### src/rtl/layer2_sequencer_pkg.sv
// Shared definitions for the Layer 2 sequencer: default sizing and FSM state encoding.
package layer2_sequencer_pkg;

  localparam int unsigned DefNodes     = 100;
  localparam int unsigned DefIndexW    = 7;
  localparam int unsigned DefValW      = 16;
  localparam int unsigned DefWeightLat = 2;

  // 3-bit state encoding, kept as plain constants for older tools.
  typedef logic [2:0] seqState_t;

  localparam seqState_t StIdle  = 3'd0;
  localparam seqState_t StLoad  = 3'd1;
  localparam seqState_t StDeq   = 3'd2;
  localparam seqState_t StCap   = 3'd3;
  localparam seqState_t StFetch = 3'd4;
  localparam seqState_t StIssue = 3'd5;
  localparam seqState_t StDone  = 3'd6;

endpackage

### src/rtl/layer2_seq_latency_timer.sv
// Loadable down-counter that times the weight storage read latency.
// expired is high once WEIGHT_LAT cycles have elapsed since the load cycle's edge.
module layer2_seq_latency_timer #(
  parameter int unsigned WEIGHT_LAT = 2
) (
  input  logic clk,
  input  logic reset,
  input  logic load,
  output logic expired
);

  localparam int unsigned CntW = (WEIGHT_LAT > 1) ? $clog2(WEIGHT_LAT) : 1;
  localparam logic [CntW-1:0] LoadVal = CntW'(WEIGHT_LAT - 1);

  logic [CntW-1:0] count;

  // Count down from WEIGHT_LAT-1 to zero, holding at zero.
  always_ff @(posedge clk) begin
    if (reset) begin
      count <= '0;
    end else if (load) begin
      count <= LoadVal;
    end else if (count != '0) begin
      count <= count - CntW'(1);
    end
  end

  assign expired = (count == '0);

endmodule

### src/rtl/layer2_sequencer.sv
// Layer 2 sequencer: drains the Layer 1 ReLU node queue, requests each node's weight row
// and issues (index, value) operations to the multiply-store unit under valid/ready.
// Optional feature: define LAYER2_SEQ_ZERO_SKIP_EN to skip nodes whose ReLU value is zero.
module layer2_sequencer
  import layer2_sequencer_pkg::*;
#(
  parameter int unsigned NODES      = DefNodes,
  parameter int unsigned INDEX_W    = DefIndexW,
  parameter int unsigned VAL_W      = DefValW,
  parameter int unsigned WEIGHT_LAT = DefWeightLat
) (
  input  logic               clk,
  input  logic               reset,
  input  logic               start,
  output logic               qWriteEnable,
  output logic               qDequeue,
  input  logic [INDEX_W-1:0] qIndex,
  input  logic [VAL_W-1:0]   qValue,
  input  logic               qEmpty,
  output logic [INDEX_W-1:0] wAddr,
  output logic               wRead,
  output logic               macValid,
  input  logic               macReady,
  output logic [INDEX_W-1:0] macIndex,
  output logic [VAL_W-1:0]   macValue,
  output logic               busy,
  output logic               done,
  output logic               seqError
);

  // One extra bit so the node count compare cannot alias.
  localparam logic [INDEX_W:0] NodesW = (INDEX_W+1)'(NODES);

  seqState_t          state, stateD;
  logic [INDEX_W-1:0] curIdx, issued;
  logic [VAL_W-1:0]   curVal;
  logic [INDEX_W:0]   issuedNext;
  logic               lastNode, isZero, timerExpired, errSet;

  assign issuedNext = {1'b0, issued} + (INDEX_W+1)'(1);
  assign lastNode   = (issuedNext == NodesW);

`ifdef LAYER2_SEQ_ZERO_SKIP_EN
  assign isZero = (qValue == '0);
`else
  assign isZero = 1'b0;
`endif

  layer2_seq_latency_timer #(
    .WEIGHT_LAT(WEIGHT_LAT)
  ) u_timer (
    .clk    (clk),
    .reset  (reset),
    .load   (state == StCap),
    .expired(timerExpired)
  );

  // Next-state decode.
  always_comb begin
    stateD = state;
    unique case (state)
      StIdle:  if (start) stateD = StLoad;
      StLoad:  stateD = StDeq;
      StDeq:   stateD = StCap;
      StCap: begin
        if (isZero) stateD = lastNode ? StDone : StDeq;
        else        stateD = StFetch;
      end
      StFetch: if (timerExpired) stateD = StIssue;
      StIssue: if (macReady) stateD = lastNode ? StDone : StDeq;
      StDone:  stateD = StIdle;
      default: stateD = StIdle;
    endcase
  end

  // Queue must be non-empty while nodes remain, and empty when the run finishes.
  always_comb begin
    errSet = 1'b0;
    if (state == StDeq && ({1'b0, issued} < NodesW) && qEmpty) errSet = 1'b1;
    if (stateD == StDone && state != StDone && !qEmpty)        errSet = 1'b1;
  end

  // State, datapath registers and registered outputs decoded from the next state.
  always_ff @(posedge clk) begin
    if (reset) begin
      state        <= StIdle;
      issued       <= '0;
      curIdx       <= '0;
      curVal       <= '0;
      qWriteEnable <= 1'b0;
      qDequeue     <= 1'b0;
      wRead        <= 1'b0;
      macValid     <= 1'b0;
      busy         <= 1'b0;
      done         <= 1'b0;
      seqError     <= 1'b0;
    end else begin
      state <= stateD;
      if (state == StLoad) begin
        issued <= '0;
      end else if ((state == StIssue && macReady) || (state == StCap && isZero)) begin
        issued <= issuedNext[INDEX_W-1:0];
      end
      if (state == StCap) begin
        curIdx <= qIndex;
        curVal <= qValue;
      end
      qWriteEnable <= (stateD == StLoad);
      qDequeue     <= (stateD == StDeq);
      wRead        <= (stateD == StFetch) && (state != StFetch);
      macValid     <= (stateD == StIssue);
      busy         <= (stateD != StIdle);
      done         <= (stateD == StDone);
      seqError     <= seqError | errSet;
    end
  end

  // Address and operation fields only change in CAP, so they stay stable through stalls.
  assign wAddr    = curIdx;
  assign macIndex = curIdx;
  assign macValue = curVal;

endmodule

### config.mk
export PLATFORM = sky130hd
export DESIGN_NAME = layer2_sequencer
export DESIGN_NICKNAME = d
export VERILOG_FILES = /design/src/rtl/layer2_sequencer_pkg.sv /design/src/rtl/layer2_seq_latency_timer.sv /design/src/rtl/layer2_sequencer.sv
export SDC_FILE = /design/constraint.sdc
export NUM_CORES = 1
export LEC_CHECK = 0
export ABC_AREA = 1
export ABC_CLOCK_PERIOD_IN_PS = 2900
export CORE_ASPECT_RATIO = 0.6
export CORE_MARGIN = 2
export CORE_UTILIZATION = 26
export CTS_BUF_LIST = sky130_fd_sc_hd__clkbuf_16
export CTS_CLUSTER_SIZE = 25
export DETAILED_ROUTE_END_ITERATION = 8
export HOLD_SLACK_MARGIN = 0.03
export MAX_ROUTING_LAYER = met4
export SYNTH_ARGS = -nofsm -noshare
export SYNTH_HDL_FRONTEND = slang
export SYNTH_HIERARCHICAL = 1
export SYNTH_SLANG_ARGS = --single-unit
### constraint.sdc
create_clock -name clk -period 2.9 [get_ports clk]
set_input_delay 0.435 -clock clk [delete_from_list [all_inputs] [get_ports clk]]
set_output_delay 0.435 -clock clk [all_outputs]
set_load 0.05 [all_outputs]
==> results_dict.tcl, run 1 <==
set metrics [dict create \
    max_slew_margin_pct 61.69 \
    portBuffers 64 \
    ios 65 \
    power_frac_seq_pct 40.6 \
    synth-xor-area-share_pct 1.068 \
    p_per_area_nw_per_um2 615.6 \
    critical_path_class "flip-flop to output port" \
    intPower_mw 1.107 \
    ys_seq_area_share_pct 50.04 \
    tns_ns 0 \
    clkPwrFrac_pct 39.5 \
    status "complete, no violations" \
    die_x_um 106.5 \
    final.min_clock_period_ns 1.891 \
    syn_inst 215 \
    cp_cell_sequence "clkdlybuf4s50_1" \
    grt_pass1_wl_um 6782 \
    synth_area_um2 1640 \
    comb_power_share_pct 19.9 \
    grt_usage_pct 12.63 \
    synth_fa_ha_area_share_pct 0.7628 \
    grt_max_degree 25 \
    cts_buffer_depth 2 \
    worst-endpoint-arrival_ns 1.46 \
    yosysWarnings 6 \
    holdWs_ns 0.4891 \
    htreeDepth 2 \
    routed_wl_um 3996 \
    layout_commonest_cell "clkdlybuf4s50_1" \
    hold_path.class "flip-flop to flip-flop" \
    clkTransAtPathRegs_ns 0.06 \
    postCtsSetupBuffers 0 \
    cts_inserted_buffers 5 \
    mostFrequentLayoutCells "64 x clkdlybuf4s50_1, 62 x nor2_1, 41 x dfxtp_1" \
    cp-start-kind "flip-flop" \
    finalCritPeriodShare_pct 65.21 \
    drv_slew 0 \
    drc_errors 0 \
    gp_congestion 0.8141 \
    avgSynthCellArea_um2 7.629 \
    drt_first_pass_iters 4 \
    grt_pass1_vias 1478 \
    required_ns 2.47 \
    fill_cells 640 \
    die_h_um 65.53 \
    slowest_delay_ns 0.82 \
    clock-root-buffer "clkbuf_16" \
    p_leak_nw 1.007 \
    synthMuxAreaShare_pct 0 \
    coreArea_um2 6111 \
    finalNonFillerCells 358 \
    yosys_register_bits 41 \
    rows 22 \
    n_antenna_cell 0 \
    max_freq_ghz 0.5288 \
    irDropWorstVdd_v 0.0002673 \
    drv_cap 0 \
    die_area_um2 6981 \
    synth_top_family_by_area "simple AND/OR/NAND/NOR gates" \
    start_util_pct 26.84 \
    ctsResizeCount 0 \
    antenna_found_initial 0 \
    drtAntennaViolNets 0 \
    clock_skew_ns 0.004860 \
    swShare_pct 27.43 \
    worstPathMaxFanout 3 \
    cts_tree "built" \
    crit_family "buffers and inverters" \
    overflow 0 \
    via_per_inst 4.302 \
    p_sw_mw 0.4183 \
    synth-simple-area-share_pct 25.32 \
    hold_viol 0 \
    worst_slew_pin_slew_ns 0.5741 \
    area_growth_pct 51.03 \
    final_nets 303 \
    clkLatencyLatePin_ns 0.28 \
    clkSinkCount 41 \
    dp_hpwl_um 2926 \
    drive_above_1_share_pct 5.474 \
    first_iter_violations 74 \
    netlist.area_leader.share_pct 50.04 \
    avgRoutedWirePerCell_um 11.16 \
    cts_hold_buf 0 \
    crit_buf_inv 1 \
    synth_nets 244 \
    synth_compound_area_share_pct 13.58 \
    slowest_stage "clkdlybuf4s50_1" \
    synthTopCellsByArea "dfxtp_1 50%, nor2_1 14%, o21ai_0 6.7%, nand3_1 4.3%, nand2_1 3.7%" \
    setup_viol 0 \
    crit_path_end_kind "output port" \
    rsz0062_at_grt "false" \
    yosysTopAreaCell "dfxtp_1" \
    ys_types 24 \
    dp_cells 351 \
    num_vias 1540 \
]
layout make-up:
type                       count  area [um2]  share of cell area (%)
sequential                    41       820.8                   33.13
multi-input combinational    142       668.1                   26.97
timing repair buffer          66       655.6                   26.46
clock buffer                   5       125.1                   5.050
tap                           84       105.1                   4.242
inverter                      18       67.56                   2.727
clock inverter                 2       35.03                   1.414
per-layer routing:
layer	vias up	global-route usage (%)	wire length (um)
li1	806	-	-
met1	673	17.49	2078
met2	59	16.43	1492
met3	2	6.151	415
met4	0	2.435	8
met5	-	-	0
power by group through the flow:
stage | clock, mW | combinational, mW | sequential [mW]
2_1_floorplan | 0 | 0.102 | 0.721
3_3_place_gp | 0 | 0.304 | 0.630
3_5_place_dp | 0 | 0.304 | 0.630
4_1_cts | 0.621 | 0.306 | 0.618
5_1_grt | 0.642 | 0.324 | 0.623
6_report | 0.603 | 0.304 | 0.619
synth_stat cells:
| master | instances |
|---|---|
| buf_2 | 4 |
| nor3_1 | 2 |
| buf_4 | 7 |
| a211oi_1 | 2 |
| a21oi_1 | 7 |
| clkbuf_1 | 3 |
| o21ai_1 | 3 |
| dfxtp_1 | 41 |
| nor3_4 | 1 |
| nand3_1 | 14 |
| nand2_1 | 16 |
| ha_1 | 1 |
| o211ai_1 | 2 |
| clkinv_1 | 1 |
| inv_2 | 3 |
| o21ai_0 | 22 |
| inv_1 | 14 |
| nor2_1 | 62 |
| nand4_2 | 1 |
| nor2_2 | 1 |
| xor2_1 | 2 |
| o21bai_1 | 1 |
| a31oi_1 | 4 |
| nand3b_1 | 1 |
metrics by stage:
step / utilization (%) / cell area [um2] / power [mW] / worst slack, ns
after floorplan: - / 1640 / 0.8227 / 1.552
after global placement: 37.92 / 2317 / 0.9341 / 0.7844
after detailed placement: 37.92 / 2317 / 0.9341 / 0.7608
after CTS: 40.54 / 2477 / 1.545 / 0.9922
after global routing: 40.54 / 2477 / 1.588 / 0.8509
final: 40.54 / 2477 / 1.525 / 1.009
sequential cells by signal, indices dropped and copies added (netlist names), 3 cells and up:
register	count
state	3
macIndex	7
issued	7
macValue	16
worst paths after layout:
path	startpoint	end	slack, ns	cells past startpoint
setup reg to reg	state[1]$_SDFF_PP0_	macValue[11]$_SDFFE_PP0P_	1.30	5
setup / recovery	macIndex[3]$_SDFFE_PP0P_	macIndex[3]	1.01	1
hold / removal	issued[1]$_SDFFE_PP0P_	issued[1]$_SDFFE_PP0P_	0.49	2
hold reg to reg	issued[1]$_SDFFE_PP0P_	issued[1]$_SDFFE_PP0P_	0.49	2
cell families (layout without fill, tap and decap cells):
kind of cell,count (synthesis),count (layout)
compound gates,41,41
xor+xnor,2,2
fa+ha+maj,1,1
buf+inv,32,91
flops,41,41
simple gates,98,98
(Power assumes the default switching activity.)
==> inputs of run 2 (changes only) <==
Settings changed: ABC_CLOCK_PERIOD_IN_PS 2900 to 1880.
Clock period 2.9 ns to 1.88 ns, I/O delays scaled along.
==> run 2 against run 1 <==
Worst hold slack improved by 0.010 ns; core utilization decreased by 0.23 points; cell area decreased by 0.56%; first-iteration DRC count decreased by 62%; combinational power increased by 55%; critical path type unchanged; global-route usage increased by 0.10 points; die area unchanged; worst setup slack got worse by 0.86 ns; largest power group unchanged; non-clock buffer count increased by 1; register-to-register slack got worse by 0.95 ns; count of clock-buffer cells in the layout unchanged.
==> results_dict.tcl, run 2 (synthesized netlist as in run 1, its figures left out) <==
set metrics [dict create \
    avgRoutedWirePerCell_um 11.12 \
    worstPathMaxFanout 2 \
    die_area_um2 6981 \
    final_nets 304 \
    pre_cts_ws_ns 0.3054 \
    grt.busiest_layer "met2" \
    setup_viol 0 \
    mostFrequentLayoutCells "64 x clkdlybuf4s50_1, 62 x nor2_1, 41 x dfxtp_1" \
    drv_cap 0 \
    max_slew_margin_pct 64.97 \
    num_vias 1545 \
    overflow 0 \
    die_x_um 106.5 \
    status "complete, no violations" \
    critical_path_class "flip-flop to output port" \
    p_leak_nw 1.007 \
    ctsResizeCount 0 \
    p_per_area_nw_per_um2 905.6 \
    cts_tree "built" \
    finish.instance_area_um2 2464 \
    required_ns 1.60 \
    crit_buf_inv 1 \
    cp-start-kind "flip-flop" \
    clock-root-buffer "clkbuf_16" \
    multi_input_area_um2 668.1 \
    start_util_pct 26.84 \
    holdWs_ns 0.4992 \
    via_per_inst 4.292 \
    grt_pass1_wl_um 6755 \
    clkTransAtPathRegs_ns 0.06 \
    placed_area_um2 2325 \
    ios 65 \
    grt_pass1_vias 1454 \
    routed_wl_um 4002 \
    slowest_delay_ns 0.82 \
    postCtsSetupBuffers 0 \
    finalCritPeriodShare_pct 92.04 \
    setup_slack_ns 0.1496 \
    portBuffers 64 \
    rows 22 \
    drv_slew 0 \
    clkLatencyLatePin_ns 0.28 \
    slowest_stage "clkdlybuf4s50_1" \
    drc_errors 0 \
    worst_slew_pin_slew_ns 0.5238 \
    final.min_clock_period_ns 1.730 \
    largest_register_ffs 16 \
    layout_commonest_cell "clkdlybuf4s50_1" \
    gr-usage-met1_pct 16.88 \
    clkSinkCount 41 \
    drive_above_1_share_pct 5.797 \
    tns_ns 0 \
    drt_first_pass_iters 4 \
    coreArea_um2 6111 \
    grt.met2_usage_pct 17.31 \
    clock_skew_ns 0.005089 \
    design_power_total_mw 2.231 \
    dp_hpwl_um 2812 \
    ff_latch_area_um2 820.8 \
    worst-endpoint-arrival_ns 1.45 \
    cts_buffer_depth 2 \
    met3_usage_pct 5.357 \
    grt_usage_pct 12.73 \
    hold_path.class "flip-flop to flip-flop" \
    die_h_um 65.53 \
    fill_cells 628 \
    area_growth_pct 50.19 \
    antenna_found_initial 0 \
    max_freq_ghz 0.5779 \
    cts_inserted_buffers 5 \
    first_iter_violations 28 \
    irDropWorstVdd_v 0.0003262 \
    grt_max_degree 25 \
    cp_cell_sequence "clkdlybuf4s50_1" \
    cts_hold_buf 0 \
    crit_family "buffers and inverters" \
    crit_path_end_kind "output port" \
    htreeDepth 2 \
    rsz0062_at_grt "false" \
    gp_congestion 0.8490 \
    hold_viol 0 \
    n_antenna_cell 0 \
    drtAntennaViolNets 0 \
]
## run 2: final cells by class
class | count | area share [%]
clock buffers | 5 | 5.079
inverters | 18 | 2.743
repair buffers | 67 | 26.92
multi-input cells | 142 | 27.12
flip-flops and latches | 41 | 33.32
well taps | 84 | 4.266
clock inverters | 3 | 0.5587
## run 2: final timing paths
path	slack, ns	endpoint	start	cells past startpoint
max	0.15	macValue[1]	macValue[1]$_SDFFE_PP0P_	1
min	0.50	issued[1]$_SDFFE_PP0P_	issued[1]$_SDFFE_PP0P_	2
max reg2reg	0.35	seqError$_SDFF_PP0_	issued[0]$_SDFFE_PP0P_	10
min reg2reg	0.50	issued[1]$_SDFFE_PP0P_	issued[1]$_SDFFE_PP0P_	2
## run 2: metrics by stage
stage / std cells / util (%)
after CTS: 360 / 40.32
after floorplan: 215 / -
final: 360 / 40.32
after global placement: 352 / 38.04
after detailed placement: 352 / 38.04
after global routing: 360 / 40.32
## run 2: report_power, final
group	switching (mW)	leakage [nW]	internal [mW]	total, mW
sequential	0.0325	0.332	0.920	0.953
combinational	0.299	0.600	0.173	0.472
clock	0.325	0.0748	0.482	0.806
total	0.656	1.01	1.57	2.23
## run 2: per-layer routing
metal,wire [um],vias to the layer above
met5,0,-
met4,34,0
li1,-,811
met1,2076,676
met3,396,4
met2,1495,54
